===== config.mk =====
export PLATFORM = sky130hd
export DESIGN_NAME = hash_mem_interface_seg_flat
export DESIGN_NICKNAME = d
export VERILOG_FILES = /design/src/rtl/hash_mem_interface_seg_if.sv /design/src/rtl/hash_mem_interface_seg.sv /design/src/flat_wrapper.sv
export SDC_FILE = /design/constraint.sdc
export NUM_CORES = 1
export LEC_CHECK = 0
export ABC_AREA = 1
export CAP_MARGIN = 20
export CORE_MARGIN = 10
export CORE_UTILIZATION = 25
export CTS_BUF_LIST = sky130_fd_sc_hd__clkbuf_4 sky130_fd_sc_hd__clkbuf_8
export DETAILED_ROUTE_END_ITERATION = 10
export PLACE_DENSITY_LB_ADDON = 0.3
export SLEW_MARGIN = 20
export SYNTH_ARGS = -nofsm -noshare
export SYNTH_HDL_FRONTEND = slang
export SYNTH_SLANG_ARGS = --single-unit

===== constraint.sdc =====
create_clock -name clk -period 3.7 [get_ports clk]
set_input_delay 0.37 -clock clk [delete_from_list [all_inputs] [get_ports clk]]
set_output_delay 0.37 -clock clk [all_outputs]
set_load 0.005 [all_outputs]

===== src/rtl/hash_mem_interface_seg_if.sv =====
// Core-side bundle between the multi-segment RAM front end and the SHAKE256 core.
// It carries the message stream (front end -> core), the message/digest lengths,
// and the digest stream (core -> front end).
//   master : front end (drives message, lengths, digest ready)
//   slave  : SHAKE256 core (drives message ready, digest data/valid)
interface hash_mem_interface_seg_if #(
  parameter int IO_WIDTH = 32,
  parameter int LEN_W    = 32
);
  logic [IO_WIDTH-1:0] hash_in;
  logic                hash_in_valid;
  logic                hash_in_last;
  logic                hash_in_ready;
  logic [LEN_W-1:0]    hash_in_len;
  logic [LEN_W-1:0]    hash_out_len;
  logic [IO_WIDTH-1:0] hash_out;
  logic                hash_out_valid;
  logic                hash_out_ready;

  modport master (
    output hash_in, hash_in_valid, hash_in_last, hash_in_len, hash_out_len, hash_out_ready,
    input  hash_in_ready, hash_out, hash_out_valid
  );

  modport slave (
    input  hash_in, hash_in_valid, hash_in_last, hash_in_len, hash_out_len, hash_out_ready,
    output hash_in_ready, hash_out, hash_out_valid
  );
endinterface


===== src/rtl/hash_mem_interface_seg.sv =====
// Multi-segment RAM-to-SHAKE256 front end.
// Gathers the message from up to NUM_SEG RAM regions, streams it to the core with
// ready/valid, then forwards the digest to the consumer truncated to the requested
// length. The last word of each stream has its unused upper bits forced to zero.
// Optional build macro HASH_MEM_DOMAIN_SEP_EN adds port i_dsep, sent as the first
// message word (counted in the message length).
// Ports:
//   clk, rst (async, active low)
//   i_start, i_seg_base, i_seg_len, i_output_length : job setup (sampled in IDLE)
//   o_rd_en, o_addr, i_data_in                      : RAM read port (RD_LATENCY cycles)
//   core                                            : message/digest streams to the core
//   o_data_out, o_data_out_valid, i_data_out_ready  : digest stream to consumer
//   o_busy, o_done                                  : status
//
// state   | meaning
// S_IDLE  | waiting for i_start
// S_LOAD  | job parameters latched, segment walk initialised
// S_READ  | issuing RAM reads segment by segment
// S_DRAIN | all reads issued, emptying FIFO to the core
// S_EMPTY | empty message: one zero word with last=1
// S_OUT   | forwarding digest words to the consumer
// S_DONE  | o_done pulse
module hash_mem_interface_seg #(
  parameter int IO_WIDTH      = 32,
  parameter int MAX_RAM_DEPTH = 64,
  parameter int NUM_SEG       = 2,
  parameter int RD_LATENCY    = 1,
  parameter int LEN_W         = 32,
  localparam int ADDR_W       = $clog2(MAX_RAM_DEPTH)
) (
  input  logic                      clk,
  input  logic                      rst,
  input  logic                      i_start,
  input  logic [NUM_SEG*ADDR_W-1:0] i_seg_base,
  input  logic [NUM_SEG*LEN_W-1:0]  i_seg_len,
  input  logic [LEN_W-1:0]          i_output_length,
  output logic                      o_rd_en,
  output logic [ADDR_W-1:0]         o_addr,
  input  logic [IO_WIDTH-1:0]       i_data_in,
  hash_mem_interface_seg_if.master  core,
  output logic [IO_WIDTH-1:0]       o_data_out,
  output logic                      o_data_out_valid,
  input  logic                      i_data_out_ready,
`ifdef HASH_MEM_DOMAIN_SEP_EN
  input  logic [IO_WIDTH-1:0]       i_dsep,
`endif
  output logic                      o_busy,
  output logic                      o_done
);

  localparam int FIFO_D = RD_LATENCY + 1;
  localparam int PTR_W  = $clog2(FIFO_D);
  localparam int OCC_W  = PTR_W + 1;
  localparam int SEG_W  = (NUM_SEG > 1) ? $clog2(NUM_SEG) : 1;
`ifdef HASH_MEM_DOMAIN_SEP_EN
  localparam logic [LEN_W-1:0] DSEP_BITS = LEN_W'(IO_WIDTH);
`else
  localparam logic [LEN_W-1:0] DSEP_BITS = '0;
`endif

  typedef enum logic [2:0] {
    S_IDLE, S_LOAD, S_READ, S_DRAIN, S_EMPTY, S_OUT, S_DONE
  } state_t;

  function automatic logic [LEN_W-1:0] ceil_words(input logic [LEN_W-1:0] bits);
    logic [LEN_W:0] t;
    t = {1'b0, bits} + (LEN_W+1)'(IO_WIDTH - 1);
    t = t / (LEN_W+1)'(IO_WIDTH);
    return t[LEN_W-1:0];
  endfunction

  // Keeps the low (bits mod IO_WIDTH) bits; all ones when the remainder is zero.
  function automatic logic [IO_WIDTH-1:0] tail_mask(input logic [LEN_W-1:0] bits);
    logic [LEN_W-1:0]    rem;
    logic [IO_WIDTH-1:0] m;
    rem = bits % LEN_W'(IO_WIDTH);
    for (int i = 0; i < IO_WIDTH; i++) m[i] = (rem == '0) || (LEN_W'(i) < rem);
    return m;
  endfunction

  state_t                    state_q, state_d;
  logic [NUM_SEG*ADDR_W-1:0] base_q, base_d;
  logic [NUM_SEG*LEN_W-1:0]  len_q, len_d;
  logic [LEN_W-1:0]          out_len_q, out_len_d;
  logic [LEN_W-1:0]          total_q, total_d;
  logic [LEN_W-1:0]          msg_words_q, msg_words_d;
  logic [LEN_W-1:0]          out_words_q, out_words_d;
  logic [SEG_W-1:0]          seg_q, seg_d;
  logic [LEN_W-1:0]          word_idx_q, word_idx_d;
  logic [ADDR_W-1:0]         addr_q, addr_d;
  logic [LEN_W-1:0]          msg_cnt_q, msg_cnt_d;
  logic [LEN_W-1:0]          out_cnt_q, out_cnt_d;
  logic [RD_LATENCY-1:0]     pipe_q, pipe_d;
  logic [IO_WIDTH-1:0]       fifo_mem_q [FIFO_D];
  logic [IO_WIDTH-1:0]       fifo_mem_d [FIFO_D];
  logic [PTR_W-1:0]          wr_ptr_q, wr_ptr_d;
  logic [PTR_W-1:0]          rd_ptr_q, rd_ptr_d;
  logic [OCC_W-1:0]          occ_q, occ_d;
`ifdef HASH_MEM_DOMAIN_SEP_EN
  logic [IO_WIDTH-1:0]       dsep_q, dsep_d;
`endif

  logic [LEN_W-1:0]    len_sum;
  logic [LEN_W-1:0]    cur_len;
  logic [LEN_W-1:0]    cur_words;
  logic                seg_last;
  logic [ADDR_W-1:0]   next_base;
  logic [ADDR_W-1:0]   addr_inc;
  int                  outstanding;
  logic                msg_valid, msg_last, msg_hs, fifo_pop;
  logic [IO_WIDTH-1:0] msg_data;
  logic                out_act, out_last, out_hs;
  logic                issue, advance, push;
  logic [IO_WIDTH-1:0] push_data;

  always_comb begin
    len_sum = '0;
    for (int k = 0; k < NUM_SEG; k++) len_sum = len_sum + i_seg_len[k*LEN_W +: LEN_W];
  end

  always_comb begin
    cur_len   = len_q[int'(seg_q)*LEN_W +: LEN_W];
    cur_words = ceil_words(cur_len);
    seg_last  = (seg_q == SEG_W'(NUM_SEG - 1));
    next_base = seg_last ? '0 : base_q[(int'(seg_q) + 1)*ADDR_W +: ADDR_W];
    addr_inc  = (addr_q == ADDR_W'(MAX_RAM_DEPTH - 1)) ? '0 : addr_q + ADDR_W'(1);
  end

  // Reads in flight, counted against FIFO space so backpressure never drops a word.
  always_comb begin
    outstanding = 0;
    for (int i = 0; i < RD_LATENCY; i++) outstanding += int'(pipe_q[i]);
  end

  always_comb begin
    msg_valid = 1'b0;
    msg_last  = 1'b0;
    msg_data  = '0;
    case (state_q)
      S_READ, S_DRAIN: begin
        msg_valid = (occ_q != '0);
        msg_last  = msg_valid && (msg_cnt_q == msg_words_q - LEN_W'(1));
        if (msg_valid)
          msg_data = fifo_mem_q[rd_ptr_q] & (msg_last ? tail_mask(total_q) : '1);
      end
      S_EMPTY: begin
        msg_valid = 1'b1;
        msg_last  = 1'b1;
      end
      default: ;
    endcase
    msg_hs   = msg_valid && core.hash_in_ready;
    fifo_pop = msg_hs && (state_q != S_EMPTY);
  end

  always_comb begin
    out_act  = (state_q == S_OUT);
    out_last = (out_cnt_q == out_words_q - LEN_W'(1));
    out_hs   = out_act && core.hash_out_valid && i_data_out_ready;
  end

  always_comb begin
    state_d     = state_q;
    base_d      = base_q;
    len_d       = len_q;
    out_len_d   = out_len_q;
    total_d     = total_q;
    msg_words_d = msg_words_q;
    out_words_d = out_words_q;
    seg_d       = seg_q;
    word_idx_d  = word_idx_q;
    addr_d      = addr_q;
    msg_cnt_d   = msg_cnt_q;
    out_cnt_d   = out_cnt_q;
    fifo_mem_d  = fifo_mem_q;
    wr_ptr_d    = wr_ptr_q;
    rd_ptr_d    = rd_ptr_q;
    issue       = 1'b0;
    advance     = 1'b0;
    push        = pipe_q[RD_LATENCY-1];
    push_data   = i_data_in;
`ifdef HASH_MEM_DOMAIN_SEP_EN
    dsep_d      = dsep_q;
    if (state_q == S_LOAD) begin
      push      = 1'b1;
      push_data = dsep_q;
    end
`endif

    case (state_q)
      S_IDLE: begin
        if (i_start) begin
          state_d     = S_LOAD;
          base_d      = i_seg_base;
          len_d       = i_seg_len;
          out_len_d   = i_output_length;
          total_d     = len_sum + DSEP_BITS;
          msg_words_d = ceil_words(len_sum + DSEP_BITS);
          out_words_d = ceil_words(i_output_length);
`ifdef HASH_MEM_DOMAIN_SEP_EN
          dsep_d      = i_dsep;
`endif
        end
      end
      S_LOAD: begin
        seg_d      = '0;
        word_idx_d = '0;
        addr_d     = base_q[ADDR_W-1:0];
        msg_cnt_d  = '0;
        out_cnt_d  = '0;
        state_d    = (total_q == '0) ? S_EMPTY : S_READ;
      end
      S_READ: begin
        if (cur_words == '0) begin
          advance = 1'b1;
        end else if ((int'(occ_q) + outstanding - int'(fifo_pop)) < FIFO_D) begin
          issue = 1'b1;
          if (word_idx_q == cur_words - LEN_W'(1)) begin
            advance = 1'b1;
          end else begin
            word_idx_d = word_idx_q + LEN_W'(1);
            addr_d     = addr_inc;
          end
        end
        if (advance) begin
          if (seg_last) begin
            state_d = S_DRAIN;
          end else begin
            seg_d      = seg_q + SEG_W'(1);
            word_idx_d = '0;
            addr_d     = next_base;
          end
        end
      end
      S_DRAIN, S_EMPTY: ;
      S_OUT: begin
        if (out_hs) begin
          out_cnt_d = out_cnt_q + LEN_W'(1);
          if (out_last) state_d = S_DONE;
        end
      end
      S_DONE:  state_d = S_IDLE;
      default: state_d = S_IDLE;
    endcase

    // The final message handshake ends the message phase from whichever state it occurs in.
    if (msg_hs) begin
      msg_cnt_d = msg_cnt_q + LEN_W'(1);
      if (msg_last) state_d = (out_words_q == '0) ? S_DONE : S_OUT;
    end

    if (push) begin
      fifo_mem_d[wr_ptr_q] = push_data;
      wr_ptr_d = (wr_ptr_q == PTR_W'(FIFO_D - 1)) ? '0 : wr_ptr_q + PTR_W'(1);
    end
    if (fifo_pop) rd_ptr_d = (rd_ptr_q == PTR_W'(FIFO_D - 1)) ? '0 : rd_ptr_q + PTR_W'(1);
    occ_d = occ_q + OCC_W'(push) - OCC_W'(fifo_pop);

    pipe_d[0] = issue;
    for (int i = 1; i < RD_LATENCY; i++) pipe_d[i] = pipe_q[i-1];
  end

  always_ff @(posedge clk or negedge rst) begin
    if (!rst) begin
      state_q     <= S_IDLE;
      base_q      <= '0;
      len_q       <= '0;
      out_len_q   <= '0;
      total_q     <= '0;
      msg_words_q <= '0;
      out_words_q <= '0;
      seg_q       <= '0;
      word_idx_q  <= '0;
      addr_q      <= '0;
      msg_cnt_q   <= '0;
      out_cnt_q   <= '0;
      pipe_q      <= '0;
      for (int i = 0; i < FIFO_D; i++) fifo_mem_q[i] <= '0;
      wr_ptr_q    <= '0;
      rd_ptr_q    <= '0;
      occ_q       <= '0;
`ifdef HASH_MEM_DOMAIN_SEP_EN
      dsep_q      <= '0;
`endif
    end else begin
      state_q     <= state_d;
      base_q      <= base_d;
      len_q       <= len_d;
      out_len_q   <= out_len_d;
      total_q     <= total_d;
      msg_words_q <= msg_words_d;
      out_words_q <= out_words_d;
      seg_q       <= seg_d;
      word_idx_q  <= word_idx_d;
      addr_q      <= addr_d;
      msg_cnt_q   <= msg_cnt_d;
      out_cnt_q   <= out_cnt_d;
      pipe_q      <= pipe_d;
      fifo_mem_q  <= fifo_mem_d;
      wr_ptr_q    <= wr_ptr_d;
      rd_ptr_q    <= rd_ptr_d;
      occ_q       <= occ_d;
`ifdef HASH_MEM_DOMAIN_SEP_EN
      dsep_q      <= dsep_d;
`endif
    end
  end

  assign o_rd_en             = issue;
  assign o_addr              = addr_q;
  assign core.hash_in        = msg_data;
  assign core.hash_in_valid  = msg_valid;
  assign core.hash_in_last   = msg_last;
  assign core.hash_in_len    = total_q;
  assign core.hash_out_len   = out_len_q;
  assign core.hash_out_ready = out_act && i_data_out_ready;
  assign o_data_out_valid    = out_act && core.hash_out_valid;
  assign o_data_out          = (out_act && core.hash_out_valid)
                               ? (core.hash_out & (out_last ? tail_mask(out_len_q) : '1)) : '0;
  assign o_busy              = (state_q != S_IDLE);
  assign o_done              = (state_q == S_DONE);

endmodule

===== src/flat_wrapper.sv =====
// flat-port wrapper written by rule: the top's interface ports become plain ports
module hash_mem_interface_seg_flat 
#(
  parameter int IO_WIDTH      = 32,
  parameter int MAX_RAM_DEPTH = 64,
  parameter int NUM_SEG       = 2,
  parameter int RD_LATENCY    = 1,
  parameter int LEN_W         = 32,
  localparam int ADDR_W       = $clog2(MAX_RAM_DEPTH)
)
  (clk, rst, i_start, i_seg_base, i_seg_len, i_output_length, o_rd_en, o_addr, i_data_in, o_data_out, o_data_out_valid, i_data_out_ready, o_busy, o_done, core_hash_in, core_hash_in_valid, core_hash_in_last, core_hash_in_len, core_hash_out_len, core_hash_out_ready, core_hash_in_ready, core_hash_out, core_hash_out_valid);
  hash_mem_interface_seg_if #(.IO_WIDTH(IO_WIDTH), .LEN_W(LEN_W)) core_i ();
  input  logic clk;
  input  logic rst;
  input  logic i_start;
  input  logic [NUM_SEG*ADDR_W-1:0] i_seg_base;
  input  logic [NUM_SEG*LEN_W-1:0] i_seg_len;
  input  logic [LEN_W-1:0] i_output_length;
  output logic o_rd_en;
  output logic [ADDR_W-1:0] o_addr;
  input  logic [IO_WIDTH-1:0] i_data_in;
  output logic [IO_WIDTH-1:0] o_data_out;
  output logic o_data_out_valid;
  input  logic i_data_out_ready;
  output logic o_busy;
  output logic o_done;
  output wire logic [$bits(core_i.hash_in)-1:0] core_hash_in;
  output wire logic [$bits(core_i.hash_in_valid)-1:0] core_hash_in_valid;
  output wire logic [$bits(core_i.hash_in_last)-1:0] core_hash_in_last;
  output wire logic [$bits(core_i.hash_in_len)-1:0] core_hash_in_len;
  output wire logic [$bits(core_i.hash_out_len)-1:0] core_hash_out_len;
  output wire logic [$bits(core_i.hash_out_ready)-1:0] core_hash_out_ready;
  input wire logic [$bits(core_i.hash_in_ready)-1:0] core_hash_in_ready;
  input wire logic [$bits(core_i.hash_out)-1:0] core_hash_out;
  input wire logic [$bits(core_i.hash_out_valid)-1:0] core_hash_out_valid;
  assign core_hash_in = core_i.hash_in;
  assign core_hash_in_valid = core_i.hash_in_valid;
  assign core_hash_in_last = core_i.hash_in_last;
  assign core_hash_in_len = core_i.hash_in_len;
  assign core_hash_out_len = core_i.hash_out_len;
  assign core_hash_out_ready = core_i.hash_out_ready;
  assign core_i.hash_in_ready = core_hash_in_ready;
  assign core_i.hash_out = core_hash_out;
  assign core_i.hash_out_valid = core_hash_out_valid;
  hash_mem_interface_seg #(.IO_WIDTH(IO_WIDTH), .MAX_RAM_DEPTH(MAX_RAM_DEPTH), .NUM_SEG(NUM_SEG), .RD_LATENCY(RD_LATENCY), .LEN_W(LEN_W)) u_core (.clk(clk), .rst(rst), .i_start(i_start), .i_seg_base(i_seg_base), .i_seg_len(i_seg_len), .i_output_length(i_output_length), .o_rd_en(o_rd_en), .o_addr(o_addr), .i_data_in(i_data_in), .core(core_i), .o_data_out(o_data_out), .o_data_out_valid(o_data_out_valid), .i_data_out_ready(i_data_out_ready), .o_busy(o_busy), .o_done(o_done));
endmodule

# ---- Yosys cells after proc, flatten, opt, wreduce, memory -nomap -nowiden
# Index checks and enable logic that the tools add are counted.
dict set report totals {
  ff_bits 371
  in_bits 178
  wordCells 264
}
dict set report classes {
  n_addsub 19
  n_mul 1
  n_lt_le_gt_ge 68
  eq_ne 13
  shift 2
  n_mux 52
  n_bitwise 4
  reduce_logical 87
}
# operator n
set op_table {}
lappend op_table {{$mux 32} 17}
lappend op_table {{$logic_not 32->1} 5}
lappend op_table {{$lt 5x5->1 const A} 32}
lappend op_table {{$pmux 32 s2} 2}
lappend op_table {{$add 32x5->33 const B} 3}
lappend op_table {{$add 32x1->32 const B} 3}
lappend op_table {{$eq 32x32->1} 3}
lappend op_table {{$sub 28x1->29 const B} 3}
lappend op_table {{$lt 4x5->1 const A} 16}
lappend op_table {{$and 32x32->32} 2}
lappend op_table {{$bwmux 64} 1}
lappend op_table {{$logic_or 1x1->1} 64}
lappend op_table {{$shiftx 64x7->32} 1}
lappend op_table {{$lt 3x5->1 const A} 8}
lappend op_table {{$mux 6} 6}
lappend op_table {{$add 32x32->32} 1}
lappend op_table {{$demux 32 s1} 1}
lappend op_table {{$lt 32x3->1 const B} 1}
lappend op_table {{$mul 32x3->31 const B} 1}
lappend op_table {{$shiftx 12x32->6} 1}
lappend op_table {{$sub 32x2->32} 1}
lappend op_table {{$mux 3} 8}
lappend op_table {{$lt 1x5->1 const A} 4}
lappend op_table {{$lt 2x5->1 const A} 4}
lappend op_table {{27 further kinds} 58}

# ---- Depth between registers and ports, before layout
# Gate-level depths: netlist of the first run.
dict set report depth {
  word_depth 14
  mapped_depth 31
  ltp_nobuf 30
}

# ---- Worst setup path after synthesis of the first run
# Ideal clock, no wire load.
dict set report synth_timing {
  kind {input to register}
  from {input port i_seg_len[0]}
  to {register u_core.msg_words_q[26]}
  setup_time_ns 0.117
  arrival_time_ns 3.282
  required_time_ns 3.583
  path_slack_ns 0.301
  path_stages 22
  n_path_buf 0
  path_cell_list {ha_1 inv_1 fa_1 o21ai_0 xor2_1 nand4_1 nor2_1 nor2_1 nand2_1 nor2_1 nand2_1 inv_1 nand2_1 nor2_1 inv_1 nor2_1 nand4_1 nor2_1 nand4_1 xor2_1 nand2_1 nand2_1}
}
dict set report synth_between {
  elab_chain_cells 2
}
# element line
set synth_rtl {}
lappend synth_rtl {{start: declaration} flat_wrapper.sv:17} ;# input logic [NUM_SEG*LEN_W-1:0] i_seg_len;
lappend synth_rtl {{$add 32x32->32} hash_mem_interface_seg.sv:118} ;# for (int k = 0; k < NUM_SEG; k++) len_sum = len_sum + i_seg_len[k*LEN_W +: LEN_W];
lappend synth_rtl {{$add 32x5->33} hash_mem_interface_seg.sv:67} ;# t = {1'b0, bits} + (LEN_W+1)'(IO_WIDTH - 1);
lappend synth_rtl {{end signal: assignment} hash_mem_interface_seg.sv:291} ;# msg_words_q <= msg_words_d;
lappend synth_rtl {{end: declaration} hash_mem_interface_seg.sv:86} ;# logic [LEN_W-1:0] msg_words_q, msg_words_d;
# Every way passes these cells.
# A chain may end at the register's enable or synchronous reset.

# ---- Final worst setup path of the first run
dict set report layout_timing {
  from {register u_core.msg_words_q[1]}
  to {output port core_hash_in[6]}
}
dict set report layout_between {
  elab_chain_cells 7
}
# element line
set layout_rtl {}
lappend layout_rtl {{$sub 28x1->29} hash_mem_interface_seg.sv:142} ;# msg_last = msg_valid && (msg_cnt_q == msg_words_q - LEN_W'(1));
lappend layout_rtl {{$eq 32x32->1} hash_mem_interface_seg.sv:142}
lappend layout_rtl {{$logic_and 1x1->1} hash_mem_interface_seg.sv:142}
lappend layout_rtl {{$mux 32} hash_mem_interface_seg.sv:144} ;# msg_data = fifo_mem_q[rd_ptr_q] & (msg_last ? tail_mask(total_q) : '1);
lappend layout_rtl {{$and 32x32->32} hash_mem_interface_seg.sv:144}
lappend layout_rtl {{$mux 32} hash_mem_interface_seg.sv:143} ;# if (msg_valid)
lappend layout_rtl {{$mux 32} hash_mem_interface_seg.sv:139} ;# case (state_q)
lappend layout_rtl {{end: declaration} flat_wrapper.sv:27} ;# output wire logic [$bits(core_i.hash_in)-1:0] core_hash_in;
# Every way passes these cells.

==> impl_metrics.ini, run 1 <==
[outcome]
status = complete, but fails checks
violations = negative setup slack

[clocking]
cts_buffers = 72
path_clk_slew_ns = 0.06
cts.sinks = 371
clock_latency_ns = 0.71
cts_tree = yes
h-tree-depth = 3
clockBufferDepth = 3
cts-root-buf = clkbuf_8

[sta]
worstMarginPinSlew_ns = 0.976
layout_min_cycle_time_ns = 4.31
hold_viol = 0
drv_slew = 0
setup_slack_ns = -0.611
max_freq_mhz = 232
slew_headroom_pct = 34.9
hold-worst-slack_ns = 0.218
period_share_pct = 117
setup_viol = 104
clock_skew_ns = 0.0407
rsz0062_at_grt = yes
tns_ns = -31.43

[cells_and_area]
drive_gt1_share_pct = 29.9
fin_cells = 6357
fin_nets = 5143
fillers = 10934
syn2layout_area_growth_pct = 54.6

[worst_setup_path]
r2r_slack_ns = -0.23
reg2reg_from = u_core.seg_last$_DFFE_PN0P_
cp.arrival_ns = 3.94
endpoint_kind = primary output
reg2reg_depth = 32
critPathMaxFanout = 5
cp-start-kind = flop
critPathRequiredTime_ns = 3.33
slowest_stage = dfrtp_1
critPathMaxStageDelay_ns = 0.40
r2r_end = u_core.o_addr[5]$_DFFE_PN0P_
path_class = flop to primary output
path_cells = inv_2, ha_4, buf_4, nand3_4, buf_6, inv_2, nand4_1, buf_4, buf_4, xor2_2, nand2_1, nor3_1, nor3b_2, nand2_1, nor3_2, nand4_1, buf_6, inv_4, nand2_4, buf_6, o21a_1, buf_2

[synthesis]
syn-instance-count = 3900
seq_area_frac_synth_pct = 35.3
ys_ff_latch = 371
synth_top_flop_cell = dfrtp_1
avgSynthCellArea_um2 = 6.74
synth_fp_nets = 4126
synthArstFlopShare_pct = 100
ys.warnings.count = 0
syn_area_um2 = 26300
synth_edf_count = 0
ys_types = 64

[placed_design]
io_buffers = 318
dp_cells = 6081
dp_hpwl_um = 82000
gp_congestion = 0.886

[hold_path]
hold_class = primary input to flop
worstHoldStart = i_seg_base[3]
whs_endpoint = u_core.base_q[3]$_DFFE_PN0P_
hold_depth = 3

[global_route]
antenna_found_initial = 13
grt_pass1_vias = 28084
grt_pass1_wl_um = 162000
grt_usage_pct = 17.3
grt-ovfl-total = 0
grt_max_degree = 186

[routing]
wl_met2_um = 44600
via_count = 29410
route.met3.wl_um = 9760
wl_met1_um = 50600
wl_per_cell_um = 16.8
top_layer_used = met5
drt-pass1-iter-count = 6
via_per_inst = 4.63
drt_iter0_markers = 2226
drcViolationCount = 0
wirelength_um = 107000
drtAntennaViolNets = 0

[floorplan]
die_h_um = 344
rows = 118
start_util_pct = 25.3
die_area_um2 = 119000
io_pins = 319
coreArea_um2 = 104000
die_x_um = 344

[pwr]
power_per_cell_area_nw_per_um2 = 741
power_mw = 30.1
ir_worst_vdd_mv = 0.414
leakagePower_nw = 19.3

[flow_run]
drv_cap = 0
-- placed cells by master (no fill, tap or decap), drive strengths merged, types with 8 or more instances in the layout --
cell	synthesis	layout
o21a	14	14
o221ai	10	10
a31oi	11	11
or2	26	26
o21ai	303	303
nand2	1224	1224
clkinv	6	16
xnor2	36	36
buf	18	797
o22ai	18	18
clkdlybuf4s50	0	253
o21bai	8	8
o211ai	13	13
clkbuf	94	113
nor3	96	96
mux2i	9	9
o31ai	10	10
nor2	439	439
inv	455	457
ha	47	47
dfrtp	371	371
nor3b	12	12
nor4	40	40
nand4	75	75
nand3	248	248
nand3b	8	8
a21oi	138	138
xor2	139	139
-- registers in the layout, summed over array words and instances, names as in the netlist --
register / flops
u_core.pipe_q: 1
u_core.o_addr: 6
u_core.word_idx_q: 32
u_core.fifo_mem_q: 64
u_core.out_cnt_q: 32
u_core.state_q: 3
u_core.wr_ptr_q: 1
u_core.seg_last: 1
u_core.occ_q: 2
u_core.msg_cnt_q: 32
u_core.len_q: 64
u_core.base_q: 12
u_core.core.hash_in_len: 32
u_core.out_words_q: 28
u_core.core.hash_out_len: 32
u_core.rd_ptr_q: 1
u_core.msg_words_q: 28
-- final cells by class --
class                           instances  area (um2)  share of cell area (%)
Antenna cell                            4        10.0                  0.0246
Clock buffer                          110        1390                    3.42
Clock inverter                         20         254                   0.625
Inverter                              461        1760                    4.34
Multi-Input combinational cell       2956       17000                    41.9
Sequential cell                       371        9290                    22.9
Tap cell                             1380        1730                    4.25
Timing Repair Buffer                 1055        9160                    22.5
-- metal layers --
metal  vias up  GRT usage [%]
met2       842           25.2
met5         -              0
met1     13754           24.6
met4        20           3.27
li1      14674              -
met3       120           5.60
-- Yosys cell counts, types with 10 or more instances --
master	count	area share, %
nor2_1	404	5.8
nor3_1	93	1.8
xor2_1	139	4.6
or2_2	24	0.57
o21ai_1	18	0.34
o31ai_1	10	0.29
nor2_2	22	0.52
o21a_1	14	0.40
nand2_1	1177	17
a21oi_1	134	2.6
o221ai_1	10	0.33
inv_1	441	6.3
ha_1	47	2.2
clkbuf_1	93	1.3
dfrtp_1	371	35
inv_2	14	0.20
o21ai_0	278	5.3
o22ai_1	18	0.43
nor3b_1	11	0.31
nor2_4	13	0.56
nand2_2	42	1.0
nand4_1	74	1.8
o211ai_1	13	0.37
a31oi_1	11	0.26
xnor2_1	36	1.2
nor4_1	39	0.93
nand3_1	237	4.5
-- cells by family (layout without fill, tap and decap cells) --
kind of cell / after synthesis / in the layout / share of synthesized area, %
flip-flops: 371 / 371 / 35.3
multiplexers: 9 / 9 / 0.343
AO/OA/AOI/OAI: 548 / 548 / 11.7
AND/OR/NAND/NOR: 2176 / 2176 / 36.0
buffers and inverters: 573 / 1646 / 8.50
other: 0 / 4 / 0
adder cells (fa/ha/maj): 48 / 48 / 2.31
XOR/XNOR: 175 / 175 / 5.83
-- power by group --
group / switching (mW) / internal, mW
clock: 2.03 / 2.70
sequential: 1.33 / 5.68
combinational: 10.0 / 8.35
-- per-stage QoR --
step | util, % | setup slack (ns) | area [um2]
6_report | 39.1 | -0.611 | 40600
5_1_grt | 39.1 | -0.873 | 40600
3_3_place_gp | 34.1 | -0.614 | 35400
2_1_floorplan | - | 0.301 | 26300
4_1_cts | 37.8 | -0.592 | 39300
3_5_place_dp | 34.1 | -0.658 | 35400
-- critical path: cells and delay by family, from the launching register on --
family          cells  cell delay [ns]
buf+inv            10             1.24
fa+ha+maj           1             0.15
flops               1             0.40
simple gates        9             1.15
compound gates      1             0.18
xor+xnor            1             0.14
-- how the worst max path moves through the flow --
stage | start | to | slack [ns]
after detailed placement | u_core.msg_words_q[1]$_DFFE_PN0P_ | core_hash_in[10] | -0.66
after global routing | u_core.msg_words_q[1]$_DFFE_PN0P_ | core_hash_in[6] | -0.87
after CTS | u_core.msg_words_q[2]$_DFFE_PN0P_ | core_hash_in[21] | -0.59
after floorplan | i_seg_len[0] | u_core.msg_words_q[26]$_DFFE_PN0P_ | 0.30
after global placement | u_core.msg_words_q[1]$_DFFE_PN0P_ | core_hash_in[10] | -0.61
final | u_core.msg_words_q[1]$_DFFE_PN0P_ | core_hash_in[6] | -0.61
-- timing repair --
action | in CTS | in global routing
setup endpoints to repair | 104 | 119
cloned | 5 | 0
pin swaps | 149 | 187
buffers inserted | 97 | 51
gates resized for setup | 684 | 258
hold endpoints to repair | 80 | 0
hold buffers | 1 | 0
(Power assumes the default switching activity.)
==> run 2, diff against run 1 <==
- GPL_TIMING_DRIVEN: unset -> 0
==> run 2 against run 1 <==
  * Global-route usage rose by 1.6 points
  * Cell area shrank 6.4%
  * Worst hold slack got worse by 0.21 ns
  * Final cell count down 6.1%
  * Wire length grew 10%
  * Critical path depth decreased by 4
  * Utilization fell by 2.5 points
  * The run still ends with negative setup slack left
  * Largest power group unchanged
  * Clock power shrank 6.3%
  * First-iteration DRC count grew 14%
  * Setup slack improved by 0.080 ns
==> impl_metrics.ini, run 2 (synthesis gave the netlist of run 1 again) <==
[outcome]
status = complete, but fails checks
violations = negative setup slack

[placed_design]
dp_hpwl_um = 90400
gp_congestion = 0.913
postPlaceCellArea_um2 = 31400
io_buffers = 318

[clocking]
h-tree-depth = 3
cts.sinks = 371
cts-root-buf = clkbuf_8
path_clk_slew_ns = 0.06
cts_buffers = 72
cts_tree = yes
clock_latency_ns = 0.70
clockBufferDepth = 3

[sta]
hold_viol = 0
worstMarginPinSlew_ns = 1.16
period_share_pct = 114
drv_slew = 0
max_freq_mhz = 236
clock_skew_ns = 0.0504
slew_headroom_pct = 22.5
setup_viol = 103
hold-worst-slack_ns = 0.0123
tns_ns = -29.91
layout_min_cycle_time_ns = 4.23
setup_slack_ns = -0.531
rsz0062_at_grt = yes

[pwr]
leakagePower_nw = 17.3
ir_worst_vdd_mv = 0.334
power_mw = 28.7
power_per_cell_area_nw_per_um2 = 755

[cells_and_area]
fillers = 11039
layout_common_cells = nand2_1 (1,037), inv_1 (420), dfrtp_1 (359), nor2_1 (296), clkdlybuf4s50_1 (250)
layout_commonest_cell = nand2_1
design_area_um2 = 38100
regArea_um2 = 9300
reg_top3 = u_core.fifo_mem_q: 64 flops, u_core.len_q: 64 flops
drive_gt1_share_pct = 24.2
multi_input_area_um2 = 17800
fin_nets = 4759
syn2layout_area_growth_pct = 44.7

[global_route]
antenna_found_initial = 19
grt_max_degree = 86
grtUsageMet1_pct = 27.2
grt_usage_pct = 18.9
grt-ovfl-total = 0
grt_use_met3_pct = 5.63
use_met2_pct = 26.8
grt_pass1_wl_um = 173000
top_usage_layer = met1
grt_pass1_vias = 27808

[floorplan]
die_x_um = 344
rows = 118
io_pins = 319
die_area_um2 = 119000
start_util_pct = 25.3
coreArea_um2 = 104000
die_h_um = 344

[routing]
wirelength_um = 117000
drt-pass1-iter-count = 5
drt_iter0_markers = 2527
drtAntennaViolNets = 0
via_count = 29150
via_per_inst = 4.89
drcViolationCount = 0
wl_per_cell_um = 19.7

[worst_setup_path]
critPathMaxStageDelay_ns = 0.42
slowest_stage = dfrtp_1
path_class = flop to primary output
endpoint_kind = primary output
path_cells = inv_2, ha_4, nand3_4, inv_2, nand4_1, buf_4, nor3_4, nor2_1, a21oi_1, inv_1, or2_4, nand3b_1, a2111oi_4, nand3_1, buf_6, o211ai_1, nor2_1, dlygate4sd2_1
reg2reg_from = u_core.seg_last$_DFFE_PN0P_
cp.arrival_ns = 3.86
reg2reg_depth = 28
critPathRequiredTime_ns = 3.33
startpoint = u_core.msg_words_q[1]$_DFFE_PN0P_
cp-start-kind = flop
critPathMaxFanout = 7

[hold_path]
hold_depth = 3
hold_class = primary input to flop
worstHoldStart = i_seg_len[2]

[flow_run]
drv_cap = 0
run 2: changes by cell type in the layout (fill, tap and decap cells not counted), sizes merged:
cell           change
dlygate4sd2        +2
clkdlybuf4s50      -3
buf              -479
clkbuf            +95
bufbuf             -1
dlymetal6s2s       +2
inv                -1
clkinv             +1
bufinv             -3
clkinvlp           -3
run 2: worst paths after layout:
path,slack (ns),to
max in group asynchronous,2.42,u_core.fifo_mem_q[58]$_DFFE_PN0P_
worst min-delay path,0.01,u_core.len_q[2]$_DFFE_PN0P_
worst max-delay path,-0.53,core_hash_in[26]
worst max register to register,-0.26,u_core.word_idx_q[19]$_DFFE_PN0P_
min in group asynchronous,0.09,u_core.len_q[23]$_DFFE_PN0P_
worst min register to register,0.48,u_core.len_q[2]$_DFFE_PN0P_
run 2: critical path, delay by kind of cell (launching register included):
| family | cells | cell delay (ns) |
|---|---|---|
| simple gates | 8 | 1.23 |
| buf+inv | 6 | 0.82 |
| compound gates | 3 | 0.49 |
| flops | 1 | 0.42 |
| fa+ha+maj | 1 | 0.17 |
run 2: what timing repair did:
action / CTS / global route
gates resized for setup: 767 / 366
hold buffers: 1 / 0
endpoints found under the hold margin: 172 / 0
endpoints found under the setup margin: 141 / 146
pin swaps: 143 / 212
cloned: 7 / 2
buffers inserted: 148 / 83
run 2: report_power, final:
part	internal, mW	switching (mW)
registers	5.68	1.55
logic	6.53	10.5
clock network	2.44	1.99
total	14.7	14.1
run 2: final cells by class:
class / count / area share [%]
Multi-Input combinational cell: 2956 / 46.9
Sequential cell: 371 / 24.4
Timing Repair Buffer: 562 / 13.9
Inverter: 461 / 4.68
Tap cell: 1380 / 4.54
Clock buffer: 110 / 3.62
Buffer: 109 / 1.60
Clock inverter: 14 / 0.312
Antenna cell: 4 / 0.0263
run 2: per-layer routing:
layer  up-vias  share of wire [%]  wire length [um]
met4        14                2.8              3340
met2      1093                 41             48100
met3       187                9.6             11200
met1     13964                 47             54600
li1      13892                  -                 -
met5         -              0.068                80
run 2: stage by stage:
stage | utilization [%] | cells | worst slack [ns]
2_1_floorplan | - | 3900 | 0.301
3_3_place_gp | 30.0 | 5598 | -15.74
3_5_place_dp | 30.2 | 5604 | -1.46
4_1_cts | 34.6 | 5883 | -0.618
5_1_grt | 36.6 | 5966 | -0.725
6_report | 36.6 | 5967 | -0.531
==> run 3, diff against run 2 <==
- CTS_CLUSTER_DIAMETER: unset -> 50
- GPL_ROUTABILITY_DRIVEN: unset -> 0
==> run 3 against run 2 <==
  * Sequential power is essentially flat
  * First-iteration DRC count shrank 2.4%
  * The flow still finishes with violations (negative setup slack)
  * Fmax shrank 1.4%
  * Count of clock-buffer cells in the layout shrank 2
  * Final cell count shrank 0.35%
  * Cell area shrank 1.1%
  * Setup slack lost 0.062 ns
  * Worst hold slack gained 0.092 ns
  * Power shrank 0.83%
  * Sequential share of layout area grew 0.28 points
  * Utilization shrank 0.41 points
==> impl_metrics.ini, run 3 (synthesis gave the netlist of run 1 again) <==
[clocking]
clockBufferDepth = 3
clock_latency_ns = 0.69
path_clk_slew_ns = 0.06
cts.sinks = 371
h-tree-depth = 3
cts_tree = yes
cts-root-buf = clkbuf_8
cts_buffers = 76

[routing]
drtAntennaViolNets = 0
drt_iter0_markers = 2466
wirelength_um = 116000
wl_per_cell_um = 19.5
drcViolationCount = 0
drt-pass1-iter-count = 5
via_per_inst = 4.88
via_count = 29035

[worst_setup_path]
cp.arrival_ns = 3.92
path_class = flop to primary output
endpoint_kind = primary output
critPathRequiredTime_ns = 3.33
critPathMaxFanout = 5
cp-start-kind = flop

[outcome]
violations = negative setup slack
status = complete, but fails checks

[cells_and_area]
syn2layout_area_growth_pct = 43.1
layout_commonest_cell = nand2_1
reg_top3 = u_core.fifo_mem_q: 64 flops, u_core.len_q: 64 flops
drive_gt1_share_pct = 23.3
layout_common_cells = nand2_1 (1,046), inv_1 (423), dfrtp_1 (359), nor2_1 (299), clkdlybuf4s50_1 (251)
fin_nets = 4741
fillers = 10943

[sta]
period_share_pct = 116
drv_slew = 0
max_freq_mhz = 233
tns_ns = -35.64
clock_skew_ns = 0.0312
setup_slack_ns = -0.593
worstMarginPinSlew_ns = 1.14
layout_min_cycle_time_ns = 4.29
hold_viol = 0
setup_viol = 103
rsz0062_at_grt = yes
slew_headroom_pct = 24.2

[global_route]
grt_pass1_vias = 27497
grt_usage_pct = 18.7
antenna_found_initial = 16
grt-ovfl-total = 0
grt_pass1_wl_um = 170000
grt_max_degree = 93

[floorplan]
rows = 118
die_x_um = 344
die_area_um2 = 119000
die_h_um = 344
coreArea_um2 = 104000
io_pins = 319
start_util_pct = 25.3

[flow_run]
drv_cap = 0

[hold_path]
hold_class = primary input to flop

[pwr]
ir_worst_vdd_mv = 0.422
power_per_cell_area_nw_per_um2 = 757
leakagePower_nw = 17.1
power_mw = 28.5

[placed_design]
io_buffers = 318
dp_hpwl_um = 89300
dpl_worst_slack_ns = -1.34
==> run 3: cell count changes in the layout (fill, tap and decap cells not counted), moves of 6 or more <==
cell / previous run / this run
nand2_1: 1037 / 1046
buf_12: 17 / 10
o22ai_2: 8 / 2
buf_4: 171 / 157
nand2_4: 59 / 51
o22ai_1: 10 / 16
==> run 3: worst paths after layout <==
check                                             startpoint                                  endpoint  slack (ns)  cells past startpoint
max                        u_core.msg_words_q[0]$_DFFE_PN0P_                           core_hash_in[8]       -0.59                     22
min                                            i_seg_len[34]              u_core.len_q[34]$_DFFE_PN0P_        0.10                      3
max reg2reg                      u_core.seg_last$_DFFE_PN0P_         u_core.word_idx_q[17]$_DFFE_PN0P_       -0.28                     27
min reg2reg                     u_core.len_q[31]$_DFFE_PN0P_              u_core.len_q[31]$_DFFE_PN0P_        0.48                      2
max in group asynchronous                                rst         u_core.fifo_mem_q[40]$_DFFE_PN0P_        2.28                      4
min in group asynchronous                                rst  u_core.core.hash_out_len[15]$_DFFE_PN0P_        0.18                      2
==> run 3: metrics by stage <==
stage / instances / util, % / instance area [um2] / hold slack [ns]
after floorplan: 3900 / - / 26300 / 0.0744
after global routing: 5944 / 36.2 / 37600 / 0.0534
final: 5946 / 36.2 / 37600 / 0.104
after detailed placement: 5603 / 30.1 / 31300 / 0.305
after global placement: 5598 / 30.0 / 31200 / 0.458
after CTS: 5864 / 34.3 / 35600 / 0.128
==> run 3: what timing repair did <==
item,CTS,global route
hold buffers,1,0
pin swaps,124,205
resized for setup,728,359
buffers inserted,129,88
endpoints found under the hold margin,92,0
endpoints found under the setup margin,141,151
gates cloned,7,3
==> run 3: critical path: stages, from the launching register on <==
cell	delay, ns
dfrtp_1	0.39
inv_2	0.10
ha_4	0.17
inv_4	0.05
nor2_4	0.12
nand2_2	0.06
nor3_2	0.19
nand4_1	0.14
nor2_2	0.15
nand2_2	0.08
nor2_2	0.12
nand3_2	0.14
nor2_4	0.17
a22o_1	0.16
inv_2	0.04
nor3_2	0.20
nand4_1	0.14
buf_6	0.18
clkbuf_16	0.17
nor2_4	0.09
buf_6	0.14
a31oi_4	0.08
buf_2	0.15
==> run 3: per-layer routing <==
| metal | vias to the layer above | track usage, % | share of wire [%] |
|---|---|---|---|
| li1 | 13857 | - | - |
| met1 | 13857 | 26.5 | 46 |
| met3 | 196 | 6.28 | 11 |
| met5 | - | 0 | 0.042 |
| met2 | 1115 | 26.6 | 41 |
| met4 | 10 | 4.99 | 2.8 |
==> run 3: cell type report <==
type                            instances  area (um2)  share of cell area [%]
Clock inverter                         18         264                   0.702
Clock buffer                          108        1370                    3.65
Antenna cell                            3        7.51                  0.0200
Tap cell                             1380        1730                    4.59
Sequential cell                       371        9300                    24.7
Timing Repair Buffer                  540        5020                    13.3
Inverter                              461        1780                    4.72
Multi-Input combinational cell       2957       17600                    46.7
Buffer                                108         582                    1.55
==> run 3: where the power goes <==
group          switching, mW  internal, mW
sequential              1.53          5.68
combinational           10.2          6.20
clock                   2.03          2.80
